===== config.mk =====
export PLATFORM = sky130hd
export DESIGN_NAME = sd_card_cmd_responder_flat
export DESIGN_NICKNAME = d
export VERILOG_FILES = /design/src/rtl/sd_cmd_pkg.sv /design/src/rtl/sd_card_cmd_responder_if.sv /design/src/rtl/sd_crc7.sv /design/src/rtl/sd_card_cmd_responder.sv /design/src/flat_wrapper.sv
export SDC_FILE = /design/constraint.sdc
export NUM_CORES = 1
export LEC_CHECK = 0
export BUFFER_PORTS_ARGS = -buffer_cell sky130_fd_sc_hd__clkbuf_2
export CORE_AREA = 4 4 201 203
export DETAILED_ROUTE_END_ITERATION = 7
export DIE_AREA = 0 0 205 207
export PLACE_DENSITY = 0.55
export SYNTH_ARGS = -nofsm -noshare
export SYNTH_HDL_FRONTEND = slang
export SYNTH_SLANG_ARGS = --single-unit

===== constraint.sdc =====
create_clock -name sd_clock -period 2.15 [get_ports sd_clock]
set_input_delay 0 -clock sd_clock [delete_from_list [all_inputs] [get_ports sd_clock]]
set_output_delay 0 -clock sd_clock [all_outputs]
set_load 0.01 [all_outputs]

===== src/rtl/sd_cmd_pkg.sv =====
// rtl/sd_cmd_pkg.sv - frame lengths, CRC7 polynomial, FSM encoding and CRC7 step for the SD CMD responder
package sd_cmd_pkg;

  localparam int CMD_FRAME_LEN    = 48;
  localparam int R2_FRAME_LEN     = 136;
  localparam int CRC_BITS_COVERED = 40;
  localparam logic [6:0] CRC7_POLY = 7'h09;

  typedef enum logic [2:0] {
    IDLE       = 3'd0,
    RECEIVE    = 3'd1,
    CHECK      = 3'd2,
    WAIT_RESP  = 3'd3,
    TURNAROUND = 3'd4,
    SEND       = 3'd5,
    DONE       = 3'd6
  } state_t;

  // One serial step of x^7 + x^3 + 1, message bit entering at the top.
  function automatic logic [6:0] crc7_next(input logic [6:0] crc, input logic data_bit);
    logic feedback;
    feedback = crc[6] ^ data_bit;
    return {crc[5:0], 1'b0} ^ (feedback ? CRC7_POLY : 7'h00);
  endfunction

endpackage


===== src/rtl/sd_card_cmd_responder_if.sv =====
// rtl/sd_card_cmd_responder_if.sv - card-logic side of the SD CMD responder: command report and response offer
interface sd_card_cmd_responder_if;

  logic [5:0]   cmd_index;
  logic [31:0]  cmd_arg;
  logic         cmd_valid;
  logic         crc_error;
  logic         resp_strobe;
  logic         resp_long;
  logic [135:0] resp_data;
  logic         resp_ack;
  logic         resp_done;
  logic         resp_timeout;

  modport master (
    input  cmd_index, cmd_arg, cmd_valid, crc_error, resp_ack, resp_done, resp_timeout,
    output resp_strobe, resp_long, resp_data
  );

  modport slave (
    output cmd_index, cmd_arg, cmd_valid, crc_error, resp_ack, resp_done, resp_timeout,
    input  resp_strobe, resp_long, resp_data
  );

endinterface


===== src/rtl/sd_crc7.sv =====
// rtl/sd_crc7.sv - serial CRC7 accumulator; clear with enable restarts the sum on the current bit
module sd_crc7
  import sd_cmd_pkg::*;
(
  input  logic       sd_clock,
  input  logic       reset,
  input  logic       clear,
  input  logic       enable,
  input  logic       data_bit,
  output logic [6:0] crc
);

  logic [6:0] seed;

  assign seed = clear ? 7'd0 : crc;

  always_ff @(posedge sd_clock) begin
    if (reset) begin
      crc <= 7'd0;
    end else if (enable) begin
      crc <= crc7_next(seed, data_bit);
    end else if (clear) begin
      crc <= 7'd0;
    end
  end

endmodule


===== src/rtl/sd_card_cmd_responder.sv =====
// rtl/sd_card_cmd_responder.sv - receives 48-bit SD commands on CMD, checks CRC7, and drives 48/136-bit responses
module sd_card_cmd_responder
  import sd_cmd_pkg::*;
#(
  parameter int NCR          = 2,
  parameter int RESP_TIMEOUT = 64
) (
  input  logic                   sd_clock,
  input  logic                   reset,
  input  logic                   cmd_in,
  output logic                   cmd_out,
  output logic                   cmd_oe,
  sd_card_cmd_responder_if.slave bus
);

  // Start bit is consumed in IDLE, so RECEIVE sees bits 46..0.
  localparam logic [7:0] RX_LAST       = 8'(CMD_FRAME_LEN - 2);
  localparam logic [7:0] RX_CRC_BITS   = 8'(CRC_BITS_COVERED - 1);
  localparam logic [7:0] TX_CRC_BITS   = 8'(CRC_BITS_COVERED);
  localparam logic [7:0] TX_SHORT_END  = 8'(CMD_FRAME_LEN - 1);
  localparam logic [7:0] TX_LONG_END   = 8'(R2_FRAME_LEN - 1);
  localparam logic [7:0] TIMEOUT_LAST  = 8'(RESP_TIMEOUT - 1);
  localparam logic [7:0] NCR_LAST      = 8'(NCR - 1);

  state_t       state, state_d;
  logic [7:0]   cnt;
  logic [46:0]  rx_shift;
  logic [135:0] tx_shift;
  logic         resp_long_q;
  logic [5:0]   cmd_index_q;
  logic [31:0]  cmd_arg_q;
  logic         cmd_valid_q, crc_error_q, resp_ack_q, resp_done_q, resp_timeout_q;
  logic         cmd_valid_d, crc_error_d, resp_ack_d, resp_done_d, resp_timeout_d;
  logic         capture, accept_cmd;
  logic         rx_crc_clear, rx_crc_en, tx_crc_clear, tx_crc_en;
  logic [6:0]   rx_crc, tx_crc;
  logic         rx_ok, tx_bit;
  logic [7:0]   tx_last;

  sd_crc7 u_rx_crc (
    .sd_clock (sd_clock),
    .reset    (reset),
    .clear    (rx_crc_clear),
    .enable   (rx_crc_en),
    .data_bit (cmd_in),
    .crc      (rx_crc)
  );

  sd_crc7 u_tx_crc (
    .sd_clock (sd_clock),
    .reset    (reset),
    .clear    (tx_crc_clear),
    .enable   (tx_crc_en),
    .data_bit (tx_shift[135]),
    .crc      (tx_crc)
  );

  assign rx_ok   = rx_shift[46] && rx_shift[0] && (rx_crc == rx_shift[7:1]);
  assign tx_last = resp_long_q ? TX_LONG_END : TX_SHORT_END;

  // Short responses replace the caller's CRC field and force the end bit.
  always_comb begin
    if (resp_long_q || cnt < TX_CRC_BITS) begin
      tx_bit = tx_shift[135];
    end else if (cnt < TX_SHORT_END) begin
      tx_bit = tx_crc[3'd6 - cnt[2:0]];
    end else begin
      tx_bit = 1'b1;
    end
  end

  always_comb begin
    state_d        = state;
    rx_crc_clear   = 1'b0;
    rx_crc_en      = 1'b0;
    tx_crc_clear   = 1'b0;
    tx_crc_en      = 1'b0;
    capture        = 1'b0;
    accept_cmd     = 1'b0;
    cmd_valid_d    = 1'b0;
    crc_error_d    = 1'b0;
    resp_ack_d     = 1'b0;
    resp_done_d    = 1'b0;
    resp_timeout_d = 1'b0;
    cmd_oe         = 1'b0;
    cmd_out        = 1'b1;
    case (state)
      IDLE: begin
        rx_crc_clear = 1'b1;
        rx_crc_en    = ~cmd_in;
        if (!cmd_in) state_d = RECEIVE;
      end
      RECEIVE: begin
        rx_crc_en = (cnt < RX_CRC_BITS);
        if (cnt == 8'd0 && !cmd_in) begin
          state_d = IDLE;
        end else if (cnt == RX_LAST) begin
          state_d = CHECK;
        end
      end
      CHECK: begin
        if (rx_ok) begin
          accept_cmd  = 1'b1;
          cmd_valid_d = 1'b1;
          state_d     = WAIT_RESP;
        end else begin
          crc_error_d = 1'b1;
          state_d     = IDLE;
        end
      end
      WAIT_RESP: begin
        if (bus.resp_strobe) begin
          capture    = 1'b1;
          resp_ack_d = 1'b1;
          state_d    = TURNAROUND;
        end else if (cnt == TIMEOUT_LAST) begin
          resp_timeout_d = 1'b1;
          state_d        = IDLE;
        end
      end
      TURNAROUND: begin
        cmd_oe       = 1'b1;
        tx_crc_clear = 1'b1;
        if (cnt == NCR_LAST) state_d = SEND;
      end
      SEND: begin
        cmd_oe    = 1'b1;
        cmd_out   = tx_bit;
        tx_crc_en = !resp_long_q && (cnt < TX_CRC_BITS);
        if (cnt == tx_last) begin
          resp_done_d = 1'b1;
          state_d     = DONE;
        end
      end
      DONE: state_d = IDLE;
      default: state_d = IDLE;
    endcase
  end

  always_ff @(posedge sd_clock) begin
    if (reset) begin
      state          <= IDLE;
      cnt            <= 8'd0;
      rx_shift       <= '0;
      tx_shift       <= '0;
      resp_long_q    <= 1'b0;
      cmd_index_q    <= 6'd0;
      cmd_arg_q      <= 32'd0;
      cmd_valid_q    <= 1'b0;
      crc_error_q    <= 1'b0;
      resp_ack_q     <= 1'b0;
      resp_done_q    <= 1'b0;
      resp_timeout_q <= 1'b0;
    end else begin
      state <= state_d;
      cnt   <= (state_d != state) ? 8'd0 : cnt + 8'd1;
      if (state == RECEIVE) rx_shift <= {rx_shift[45:0], cmd_in};
      if (capture) begin
        tx_shift    <= bus.resp_long ? bus.resp_data : {bus.resp_data[47:0], 88'd0};
        resp_long_q <= bus.resp_long;
      end else if (state == SEND) begin
        tx_shift <= {tx_shift[134:0], 1'b0};
      end
      if (accept_cmd) begin
        cmd_index_q <= rx_shift[45:40];
        cmd_arg_q   <= rx_shift[39:8];
      end
      cmd_valid_q    <= cmd_valid_d;
      crc_error_q    <= crc_error_d;
      resp_ack_q     <= resp_ack_d;
      resp_done_q    <= resp_done_d;
      resp_timeout_q <= resp_timeout_d;
    end
  end

  assign bus.cmd_index    = cmd_index_q;
  assign bus.cmd_arg      = cmd_arg_q;
  assign bus.cmd_valid    = cmd_valid_q;
  assign bus.crc_error    = crc_error_q;
  assign bus.resp_ack     = resp_ack_q;
  assign bus.resp_done    = resp_done_q;
  assign bus.resp_timeout = resp_timeout_q;

endmodule


===== src/flat_wrapper.sv =====
// flat-port wrapper written by rule: the top's interface ports become plain ports
module sd_card_cmd_responder_flat import sd_cmd_pkg::*;
#(
  parameter int NCR          = 2,
  parameter int RESP_TIMEOUT = 64
)
  (sd_clock, reset, cmd_in, cmd_out, cmd_oe, bus_cmd_index, bus_cmd_arg, bus_cmd_valid, bus_crc_error, bus_resp_ack, bus_resp_done, bus_resp_timeout, bus_resp_strobe, bus_resp_long, bus_resp_data);
  sd_card_cmd_responder_if bus_i ();
  input  logic sd_clock;
  input  logic reset;
  input  logic cmd_in;
  output logic cmd_out;
  output logic cmd_oe;
  output wire logic [$bits(bus_i.cmd_index)-1:0] bus_cmd_index;
  output wire logic [$bits(bus_i.cmd_arg)-1:0] bus_cmd_arg;
  output wire logic [$bits(bus_i.cmd_valid)-1:0] bus_cmd_valid;
  output wire logic [$bits(bus_i.crc_error)-1:0] bus_crc_error;
  output wire logic [$bits(bus_i.resp_ack)-1:0] bus_resp_ack;
  output wire logic [$bits(bus_i.resp_done)-1:0] bus_resp_done;
  output wire logic [$bits(bus_i.resp_timeout)-1:0] bus_resp_timeout;
  input wire logic [$bits(bus_i.resp_strobe)-1:0] bus_resp_strobe;
  input wire logic [$bits(bus_i.resp_long)-1:0] bus_resp_long;
  input wire logic [$bits(bus_i.resp_data)-1:0] bus_resp_data;
  assign bus_cmd_index = bus_i.cmd_index;
  assign bus_cmd_arg = bus_i.cmd_arg;
  assign bus_cmd_valid = bus_i.cmd_valid;
  assign bus_crc_error = bus_i.crc_error;
  assign bus_resp_ack = bus_i.resp_ack;
  assign bus_resp_done = bus_i.resp_done;
  assign bus_resp_timeout = bus_i.resp_timeout;
  assign bus_i.resp_strobe = bus_resp_strobe;
  assign bus_i.resp_long = bus_resp_long;
  assign bus_i.resp_data = bus_resp_data;
  sd_card_cmd_responder #(.NCR(NCR), .RESP_TIMEOUT(RESP_TIMEOUT)) u_core (.sd_clock(sd_clock), .reset(reset), .cmd_in(cmd_in), .cmd_out(cmd_out), .cmd_oe(cmd_oe), .bus(bus_i));
endmodule

# --- Word-level counts from Yosys, hierarchy flattened ---
# Index checks and enable logic that the tools add are counted.
word_totals:
  in_bits: 141
  output_inout_bits: 45
  ff_bits: 252
op_classes:
  eq_ne: 11
  n_addsub: 2
  mux: 36
  bitwise_logic: 8
  reduce_logical: 15
  magnitude_cmp: 4
op_table:
  columns: ["op", "n"]
  rows:
  - ["$mux 136", 3]
  - ["$mux 7", 4]
  - ["$lt 8x6->1 const B", 3]
  - ["$mux 3", 7]
  - ["$pmux 3 s6", 1]
  - ["$eq 8x6->1 const B", 2]
  - ["$mux 1", 15]
  - ["$xor 7x4->7", 2]
  - ["$add 8x1->8 const B", 1]
  - ["$eq 8x1->1 const B", 1]
  - ["$eq 8x8->1", 1]
  - ["$logic_not 8->1", 1]
  - ["$mux 4", 2]
  - ["$mux 8", 1]
  - ["$reduce_or 2->1", 4]
  - ["$eq 7x7->1", 1]
  - ["$eq 3x2->1 const B", 2]
  - ["$eq 3x3->1 const B", 2]
  - ["$logic_and 1x1->1", 4]
  - ["$lt 3x4->1 const B", 1]
  - ["$not 1->1", 4]
  - ["$bmux 1 s3", 1]
  - ["$eq 3x1->1 const B", 1]
  - ["$logic_not 3->1", 1]
  - ["other kinds (9)", 11]

# --- Depth between registers and ports, before layout ---
# Gate-level depths: netlist of run 1.
depth:
  depth_word: 7
  depth_mapped: 8
  ltp_nobuf: 7

# --- Hierarchy ---
# Synthesis of run 1 repeated with hierarchy kept, for this count alone.
hier_totals:
  hier_cells: 1339
  hier_area_um2: 10996.8
modules_own_cells:
  columns: ["mod", "area_per_inst_um2", "instances", "cells_per_inst", "seq_area_each_um2"]
  rows:
  - ["sd_card_cmd_responder", 10343.7, 1, 1271, 4764.6]
  - ["sd_crc7", 326.6, 2, 34, 140.1]

# --- Worst setup path after synthesis of run 1 ---
# No wires, ideal clock.
synth_path:
  kind: "register -> register"
  from: "register u_core.cnt[0]"
  to: "register u_core.state[0]"
  required_ns: 2.021
  synth_period_minus_slack_ns: 1.935
  arrival_time_ns: 1.806
  path_stages_with_launch: 8
  slack_ns: 0.215
  path_buffers: 1
  path_cell_list: "dfxtp_1 > ha_1 > clkbuf_1 > nand3_1 > or3_1 > nand2_1 > nor3b_1 > o32ai_1"
synth_via:
  elab_chain_len: 4
  elab_cells_between_ends: 13
synth_rtl:
  columns: ["element", "line", "source"]
  rows:
  - ["start: declaration", "sd_card_cmd_responder.sv:26", "logic [7:0] cnt;"]
  - ["start signal: assignment", "sd_card_cmd_responder.sv:156", "cnt <= (state_d != state) ? 8'd0 : cnt + 8'd1;"]
  - ["$eq 8x6->1 (tied with other cells)", "sd_card_cmd_responder.sv:116", "end else if (cnt == TIMEOUT_LAST) begin"]
  - ["$mux 3 (tied with other cells)", "sd_card_cmd_responder.sv:116", null]
  - ["$mux 3 (on tied branches)", "sd_card_cmd_responder.sv:112, sd_card_cmd_responder.sv:95", null]
  - ["$pmux 3 s6 *", "sd_card_cmd_responder.sv:87", "case (state)"]
  - ["end signal: assignment", "sd_card_cmd_responder.sv:155", "state <= state_d;"]
  - ["end: declaration", "sd_card_cmd_responder.sv:25", "state_t state, state_d;"]
# Every way passes the cells marked *; elsewhere a longest branch is shown, timed or not.
# A chain may end at the register's enable or synchronous reset.

# --- Final worst setup path of run 1 ---
layout_path:
  from: "register u_core.cnt[1]"
  to: "output cmd_out"
layout_via:
  elab_chain_len: 6
  elab_cells_between_ends: 9
layout_rtl:
  columns: ["element", "line", "source"]
  rows:
  - ["$sub 3x3->3", "sd_card_cmd_responder.sv:66", "tx_bit = tx_crc[3'd6 - cnt[2:0]];"]
  - ["$bmux 1 s3", "sd_card_cmd_responder.sv:66", null]
  - ["$mux 1 (implied by the code)", "sd_card_cmd_responder.sv:66", null]
  - ["$mux 1", "sd_card_cmd_responder.sv:65", "end else if (cnt < TX_SHORT_END) begin"]
  - ["$mux 1 *", "sd_card_cmd_responder.sv:63", "if (resp_long_q || cnt < TX_CRC_BITS) begin"]
  - ["$mux 1 *", "sd_card_cmd_responder.sv:87", null]
  - ["end: declaration", "flat_wrapper.sv:12", "output logic cmd_out;"]
# Every way passes the cells marked *; elsewhere a longest branch is shown, timed or not. The select of a mux whose other input is x is not followed.

==> impl_metrics.yaml, run 1 <==
setup_path:
  criticalPathCategory: "register to output port"
  cp_data_required_time_ps: 2150
  crit_fanout: 4
  endpoint_kind: "output port"
  critPathLaunchType: "register"
  critPathTopFamily: "multiplexers"
  slowest_delay_ps: 500
  cp_slowest_cell: "mux4_2"
  critPathBufInv: 2
  crit_chain: "inv_2 -> ha_4 -> mux4_2 -> nand2_1 -> o21ai_1 -> a211oi_1 -> o21ai_1 -> buf_2"
  critical_path_arrival_ps: 2310
  crit_top_cell: "o21ai_1"
placement:
  pre_cts_slack_ps: 180
  dp.final_hpwl_um: 19000
  place_area_um2: 12600
  port_buffers: 185
  place_congestion: 0.739
global_route:
  grt_pass1_wl_um: 52900
  grt_usage_pct: 14.4
  overflow: 0
  antenna_found_initial: 0
  grt_pass1_vias: 10600
  grt_max_degree: 102
power:
  irDropWorstVdd_mv: 0.477
  p_per_area_nw_per_um2: 712
  power.leakage_nw: 5.34
  fin_total_pwr_mw: 10.8
synth:
  yosys.area.top_type: "dfxtp_1"
  synthesis.area_um2: 11100
  ys_seq_area_share_pct: 45.6
  synth_flop_cell: "dfxtp_1"
  syn-num-nets: 1535
  netlist_top_cells_count: "nand2_1 (452), dfxtp_1 (252), a21oi_1 (182), a311oi_1 (135), clkbuf_1 (94)"
  yosys.area.top_type_share_pct: 45.6
  synthCells: 1390
  synth_warnings: 0
  synth.ff_latch_count: 252
  synth_cell_types: 49
  avgSynthCellArea_um2: 7.96
  synthTopCellsByArea: "dfxtp_1 (46%), nand2_1 (15%), a311oi_1 (11%), a21oi_1 (8.2%), a211oi_1 (3.8%)"
  synth.most_common_cell: "nand2_1"
  synth_edf_count: 0
  async_reset_ff_share_pct: 0
drt:
  vias_per_cell: 4.88
  wl_um: 31900
  drcViolationCount: 0
  vias: 10700
  drt_iter0_drc: 642
  drtAntennaViolNets: 0
  firstDrtPassIters: 5
  routedWlPerCell_um: 14.5
sta:
  relSlewSlack_pct: 63.0
  tightest_slew_ps: 555
  clock-skew-final_ps: 28.2
  rsz0062_at_grt: "true"
  worst_slack_ps: -156
  finalCritPeriodShare_pct: 107
  hold_viol_final: 0
  fin_crit_ps: 2310
  finalMaxSlewViolations: 0
  setup_viol: 1
  max_freq_mhz: 434
  final.setup.tns_ps: -156
clock_tree:
  clkLatencyLatePin_ps: 560
  cts_tree: "built"
  numCtsBuffers: 29
  cts.reportedPaths.clkPinSlew_ps: 60
  clock_path_buffers: 3
  cts_num_sinks: 252
  cts_max_level: 1
  cts-root-buf: "clkbuf_16"
die:
  pin_count: 186
  core_area_um2: 38500
  core.rowCount: 72
  die_w_um: 205
  dieArea_um2: 42400
  chipHeight_um: 207
  start_util_pct: 28.8
final_layout:
  drive_gt1_share_pct: 17.6
  finalNetCount: 1804
  fillers: 3904
  antenna_cells: 0
  areaGrowthSynthToFinish_pct: 36.6
  fin_area_um2: 15100
job:
  maxCapViolCount: 0
worst_hold_path:
  worstHoldPathType: "input port to register"
run_status:
  violations: "negative setup slack"
  outcome: "complete, but fails checks"
kinds of logic (layout without fill, tap and decap cells):
group                    Yosys count  after routing  share of synthesized area [%]
buffers and inverters            141            431                           5.17
AO/OA/AOI/OAI                    390            390                           24.3
XOR/XNOR                          19             19                           1.50
AND/OR/NAND/NOR                  571            571                           21.6
flip-flops                       252            252                           45.6
adder cells (fa/ha/maj)            4              4                          0.453
multiplexers                      13             13                           1.30
cells in the final DEF, fill, tap and decap left out, drive strengths merged, types with 4 or more instances in the layout:
| master | count |
|---|---|
| xor2 | 11 |
| bufinv | 4 |
| buf | 47 |
| nor2b | 49 |
| dlygate4sd3 | 143 |
| nand3 | 10 |
| inv | 8 |
| a21oi | 182 |
| mux2i | 11 |
| ha | 4 |
| clkinv | 5 |
| nand2b | 5 |
| clkbuf | 223 |
| a211oi | 57 |
| and3 | 5 |
| nor2 | 25 |
| dfxtp | 252 |
| nand2 | 452 |
| nor4 | 5 |
| xnor2 | 8 |
| a311oi | 135 |
timing repair:
action                                 in CTS  in global routing
resized for setup                           7                  4
hold buffers                              143                  0
pin swaps                                   5                  4
setup endpoints to repair                   1                  3
endpoints found under the hold margin     154                  0
buffers inserted                            2                  4
path summary, 6_finish.rpt:
kind                            depth (start not counted)                     to                  start  slack (ps)
worst min-delay path                                    4    u_core.tx_shift[76]      bus_resp_data[76]         310
worst min register to register                          2  u_core.bus.cmd_arg[7]  u_core.bus.cmd_arg[7]         450
worst max-delay path                                    8                cmd_out          u_core.cnt[1]        -160
worst max register to register                          6    u_core.tx_shift[15]        u_core.state[0]          70
routing by layer:
layer,track usage [%],vias to the layer above,wire length (um)
li1,-,5431,-
met1,19.7,4951,14900
met2,23.8,279,14600
met3,2.13,66,1500
met4,4.04,0,918
met5,0,-,0
registers in the layout, indices dropped and copies added (netlist names):
register and cells:
u_core.tx_shift 136, u_core.rx_shift 47, u_core.bus.cmd_arg 32, u_core.cnt 8, u_core.u_rx_crc.crc 7, u_core.u_tx_crc.crc 7
u_core.bus.cmd_index 6, u_core.state 3, u_core.bus.cmd_valid 1, u_core.bus.crc_error 1, u_core.bus.resp_ack 1, u_core.bus.resp_done 1
u_core.bus.resp_timeout 1, u_core.resp_long_q 1
final cells by class:
class	count	area (um^2)	share of cell area [%]
clock buffer	41	831	5.50
sequential	252	5050	33.4
multi-input combinational	997	5480	36.3
tap	518	648	4.29
clock inverter	11	180	1.19
inverter	7	28.8	0.190
timing repair buffer	372	2890	19.1
through the flow:
step           std cells  utilization (%)  hold slack, ps
2_1_floorplan       1390                -            78.5
3_3_place_gp        1997             32.7             296
3_5_place_dp        1997             32.7             302
4_1_cts             2194             39.2             278
5_1_grt             2198             39.3             295
6_report            2198             39.3             305
tightest hold or removal path, delay by kind of cell:
kind / cells / cell delay (ps)
buffers and inverters: 2 / 630
AO/OA/AOI/OAI: 2 / 180
power breakdown:
part / leakage [nW] / total (mW) / switching (mW) / internal [mW]
sequential: 2.03 / 4.70 / 0.0153 / 4.69
clock: 0.494 / 5.20 / 2.02 / 3.17
combinational: 2.81 / 0.860 / 0.455 / 0.405
total: 5.34 / 10.8 / 2.49 / 8.27
Note: power is estimated with default switching activity, not from simulation.
==> inputs of run 2 (changes only) <==
==> constraint.sdc (replaced) <==
create_clock -name sd_clock -period 2.15 [get_ports sd_clock]
set_input_delay 0.215 -clock sd_clock [delete_from_list [all_inputs] [get_ports sd_clock]]
set_output_delay 0.215 -clock sd_clock [all_outputs]
set_load 0.01 [all_outputs]
==> run 2 against run 1 <==
  * The flow still finishes with violations (negative setup slack)
  * Via count shrank 2.9%
  * Power shrank 1.0%
  * Sequential share of layout area grew 1.4 points
  * Sequential cell count is the same
  * Critical endpoint unchanged
  * Largest cell class unchanged
==> impl_metrics.yaml, run 2 (synthesis gave the netlist of run 1 again) <==
final_layout:
  multi_input_area_um2: 5480
  antenna_cells: 0
  finalNetCount: 1748
  areaGrowthSynthToFinish_pct: 30.9
  final_cell_mix: "nand2_1 (452), dfxtp_1 (250), a21oi_1 (182), clkbuf_2 (182), a311oi_1 (135)"
  top_register: "u_core.tx_shift"
  largest_reg_flops: 136
  postLayoutCoreUtil_pct: 37.6
  fillers: 3929
  layout.cells.most_common: "nand2_1"
  drive_gt1_share_pct: 17.9
  fin_area_um2: 14500
  register_area_um2: 5050
placement:
  port_buffers: 185
  dp.final_hpwl_um: 18400
  place_congestion: 0.766
  place_area_um2: 12500
drt:
  drtAntennaViolNets: 0
  vias: 10400
  wl_um: 30500
  drcViolationCount: 0
  routedWlPerCell_um: 14.3
  vias_per_cell: 4.87
  drt_iter0_drc: 802
  firstDrtPassIters: 5
die:
  core.rowCount: 72
  pin_count: 186
  dieArea_um2: 42400
  start_util_pct: 28.8
  core_area_um2: 38500
  chipHeight_um: 207
  die_w_um: 205
clock_tree:
  cts.reportedPaths.clkPinSlew_ps: 60
  cts-root-buf: "clkbuf_16"
  numCtsBuffers: 31
  cts_max_level: 1
  clock_path_buffers: 3
  clkLatencyLatePin_ps: 580
  cts_tree: "built"
  cts_num_sinks: 252
setup_path:
  rr_startpoint: "u_core.cnt[3]"
  critPathLaunchType: "register"
  critical_path_arrival_ps: 2370
  cp_data_required_time_ps: 1930
  endpoint_kind: "output port"
  r2r-end: "u_core.cnt[1]"
  reg2reg_slack_ps: 210
  criticalPathCategory: "register to output port"
  crit_fanout: 3
  reg2reg_depth: 6
worst_hold_path:
  hold_end: "u_core.tx_shift[41]"
  hp-start: "bus_resp_strobe"
  worstHoldPathType: "input port to register"
  hold_depth: 3
global_route:
  grt_usage_pct: 13.6
  grt_max_degree: 113
  grt_pass1_vias: 9983
  grt_pass1_wl_um: 50100
  overflow: 0
  antenna_found_initial: 0
power:
  power.leakage_nw: 5.06
  p_per_area_nw_per_um2: 735
  irDropWorstVdd_mv: 0.553
sta:
  clock-skew-final_ps: 22.5
  fin_crit_ps: 2590
  tightest_slew_ps: 621
  finalCritPeriodShare_pct: 120
  worst_slack_ps: -439
  whs_ps: 34.8
  rsz0062_at_grt: "true"
  relSlewSlack_pct: 58.6
  max_freq_mhz: 386
  setup_viol: 1
  hold_viol_final: 0
  finalMaxSlewViolations: 0
run_status:
  outcome: "complete, but fails checks"
  violations: "negative setup slack"
job:
  maxCapViolCount: 0
-- run 2: per-layer routing --
metal  GRT usage [%]  vias up  wire length [um]
li1                -     5315                 -
met2            21.4      265             13600
met5               0        -                 0
met3            2.80       50              1680
met4            3.40        0               708
met1            19.1     4790             14500
-- run 2: how the worst max path moves through the flow --
stage,slack [ps],to,start,depth (start not counted)
2_1_floorplan,80,cmd_out,u_core.cnt[0],7
3_3_place_gp,20,cmd_out,u_core.cnt[0],8
3_5_place_dp,30,cmd_out,u_core.cnt[1],8
4_1_cts,-490,cmd_out,u_core.cnt[1],8
5_1_grt,-560,cmd_out,u_core.cnt[1],8
6_report,-440,cmd_out,u_core.cnt[1],8
-- run 2: through the flow --
step | TNS (ps) | setup slack [ps] | instances | total power [mW]
final | -439 | -439 | 2141 | 10.6
after global routing | -561 | -561 | 2141 | 11.1
after CTS | -491 | -491 | 2140 | 10.8
after detailed placement | 0 | 27.2 | 1994 | 5.43
after global placement | 0 | 24.2 | 1994 | 5.43
after floorplan | 0 | 75.5 | 1390 | 5.15
-- run 2: critical path, stage by stage, from the launching register on --
cell and delay (ps):
dfxtp_2 330, inv_2 50, ha_4 280, mux4_2 520, nand2_1 70, o21ai_1 50
a211oi_1 220, o21ai_1 110, buf_2 170
-- run 2: final cells by class --
| cell class | count | area share [%] |
|---|---|---|
| multi-input combinational | 997 | 37.8 |
| sequential | 252 | 34.9 |
| timing repair buffer | 314 | 15.6 |
| clock buffer | 41 | 6.03 |
| tap | 518 | 4.48 |
| clock inverter | 12 | 0.994 |
| inverter | 7 | 0.181 |
-- run 2: power by group --
part           total [mW]  switching, mW  internal, mW
Combinational       0.780          0.430         0.350
Clock                5.17           2.08          3.09
Sequential           4.70         0.0148          4.69
Total                10.6           2.52          8.13
-- run 2: repair_timing --
item | CTS | global route
resized for setup | 6 | 3
pin swaps | 5 | 5
setup endpoints to repair | 1 | 1
hold endpoints to repair | 93 | 0
hold buffers | 92 | 0
setup buffers | 1 | 1
==> inputs of run 3 (changes only) <==
==> constraint.sdc (replaced) <==
create_clock -name sd_clock -period 2.15 [get_ports sd_clock]
set_input_delay 0.43 -clock sd_clock [delete_from_list [all_inputs] [get_ports sd_clock]]
set_output_delay 0.43 -clock sd_clock [all_outputs]
set_load 0.01 [all_outputs]
==> run 3 against run 2 <==
  * The run still ends with negative setup slack left
  * Power shrank 4.0%
  * Utilization fell by 2.3 points
  * Via count decreased by 3.0%
  * Worst hold slack gained 120 ps
  * Clock skew fell by 9.7 ps
  * Critical path depth stayed put
  * Critical endpoint unchanged
  * First-iteration DRC count is 11% lower
  * Non-clock buffer count down 88
  * Clock power shrank 6.2%
  * Critical path type unchanged
==> impl_metrics.yaml, run 3 (synthesis gave the netlist of run 1 again) <==
setup_path:
  critPathBufInv: 2
  endpoint_kind: "output port"
  critPathTopFamily: "multiplexers"
  cp_slowest_cell: "mux4_2"
  critical_path_arrival_ps: 2310
  slowest_delay_ps: 510
  criticalPathCategory: "register to output port"
  crit_chain: "inv_2 -> ha_4 -> mux4_2 -> nor2_1 -> a311oi_1 -> a211oi_1 -> o21ai_1 -> clkbuf_2"
  cp_data_required_time_ps: 1720
  critPathLaunchType: "register"
  crit_fanout: 4
global_route:
  grt_pass1_wl_um: 48800
  grt_usage_pct: 13.3
  grt_max_degree: 119
  grt_pass1_vias: 9639
  antenna_found_initial: 0
  overflow: 0
final_layout:
  areaGrowthSynthToFinish_pct: 23.0
  drive_gt1_share_pct: 18.9
  finalNetCount: 1658
  fillers: 4062
  antenna_cells: 0
  register_area_um2: 5050
  multi_input_area_um2: 5500
  final_cell_mix: "nand2_1 (452), dfxtp_1 (250), clkbuf_2 (183)"
  largest_reg_flops: 136
  layout.cells.most_common: "nand2_1"
  top_register: "u_core.tx_shift"
sta:
  clock-skew-final_ps: 12.8
  setup_viol: 1
  finalCritPeriodShare_pct: 128
  finalMaxSlewViolations: 0
  relSlewSlack_pct: 62.2
  tightest_slew_ps: 567
  hold_viol_final: 0
  whs_ps: 158
  max_freq_mhz: 364
  fin_crit_ps: 2740
  worst_slack_ps: -594
  rsz0062_at_grt: "true"
power:
  fin_total_pwr_mw: 10.2
  swShare_pct: 23.7
  clockPowerShare_pct: 47.5
  power.leakage_nw: 4.68
  p_sw_mw: 2.43
  seq_power_share_pct: 46.0
  irDropWorstVdd_mv: 0.511
  intPower_mw: 7.80
  p_comb_share_pct: 6.5
  p_per_area_nw_per_um2: 752
drt:
  drcViolationCount: 0
  firstDrtPassIters: 4
  vias: 10100
  drt_iter0_drc: 716
  drtAntennaViolNets: 0
  wl_um: 29500
  vias_per_cell: 4.93
  routedWlPerCell_um: 14.4
placement:
  dp.final_hpwl_um: 18600
  place_congestion: 0.760
  port_buffers: 185
clock_tree:
  cts_tree: "built"
  clkLatencyLatePin_ps: 560
  clock_path_buffers: 3
  cts.reportedPaths.clkPinSlew_ps: 60
  numCtsBuffers: 29
  cts-root-buf: "clkbuf_16"
  cts_num_sinks: 252
  cts_max_level: 1
die:
  pin_count: 186
  dieArea_um2: 42400
  core_area_um2: 38500
  start_util_pct: 28.8
  die_w_um: 205
  core.rowCount: 72
  chipHeight_um: 207
job:
  maxCapViolCount: 0
run_status:
  violations: "negative setup slack"
  outcome: "complete, but fails checks"
worst_hold_path:
  worstHoldPathType: "input port to register"
## run 3: cell types whose count changed in the layout (fill, tap and decap cells not counted), sizes merged
cell         before  now
dlygate4sd3      92    0
buf              40   43
inv              10    8
clkinv            4    2
clkbuf          223  224
## run 3: metrics by stage
stage	worst slack [ps]	std cells	area [um^2]	setup TNS [ps]	util (%)
CTS	-663	2049	13600	-663	35.3
global placement	-119	1998	12600	-119	32.9
floorplan	29.4	1390	11100	0	-
detailed placement	-126	1998	12600	-126	32.9
finish	-594	2049	13600	-594	35.4
global route	-706	2049	13600	-706	35.4
## run 3: power by group through the flow
stage          clock (mW)  sequential (mW)  combinational (mW)
6_report             4.85             4.71               0.666
5_1_grt              5.19             4.70               0.732
4_1_cts              4.99             4.70               0.671
3_5_place_dp            0             4.81               0.658
3_3_place_gp            0             4.81               0.653
2_1_floorplan           0             4.80               0.363
## run 3: tightest hold or removal path, cell delays in order
cell,delay [ps]
clkbuf_2,100
nand3_1,80
a21oi_1,50
## run 3: cell type report
class | count | share of cell area (%)
clock buffers | 41 | 5.96
multi-input cells | 997 | 40.4
clock inverters | 8 | 0.828
well taps | 518 | 4.76
flip-flops and latches | 252 | 37.1
inverters | 7 | 0.193
repair buffers | 226 | 10.7
## run 3: repair_timing
action                                  in CTS  in global routing
hold buffers                                 0                  0
endpoints found under the setup margin       1                 17
pin swaps                                    3                  2
buffers inserted                             2                  0
gates resized for setup                      4                  3
## run 3: routing by layer
metal | track usage (%) | vias up | routed length, um
met4 | 2.73 | 0 | 545
met2 | 20.4 | 226 | 13100
met3 | 2.38 | 37 | 1640
met5 | 0 | - | 0
met1 | 19.6 | 4715 | 14300
li1 | - | 5131 | -
## run 3: path summary, 6_finish.rpt
| check | from | to | slack (ps) | cells after the start |
|---|---|---|---|---|
| max | u_core.cnt[0] | cmd_out | -590 | 8 |
| min | bus_resp_data[0] | u_core.tx_shift[0] | 160 | 3 |
| max reg2reg | u_core.state[0] | u_core.u_tx_crc.crc[0] | 190 | 6 |
| min reg2reg | u_core.bus.cmd_arg[9] | u_core.bus.cmd_arg[9] | 450 | 2 |
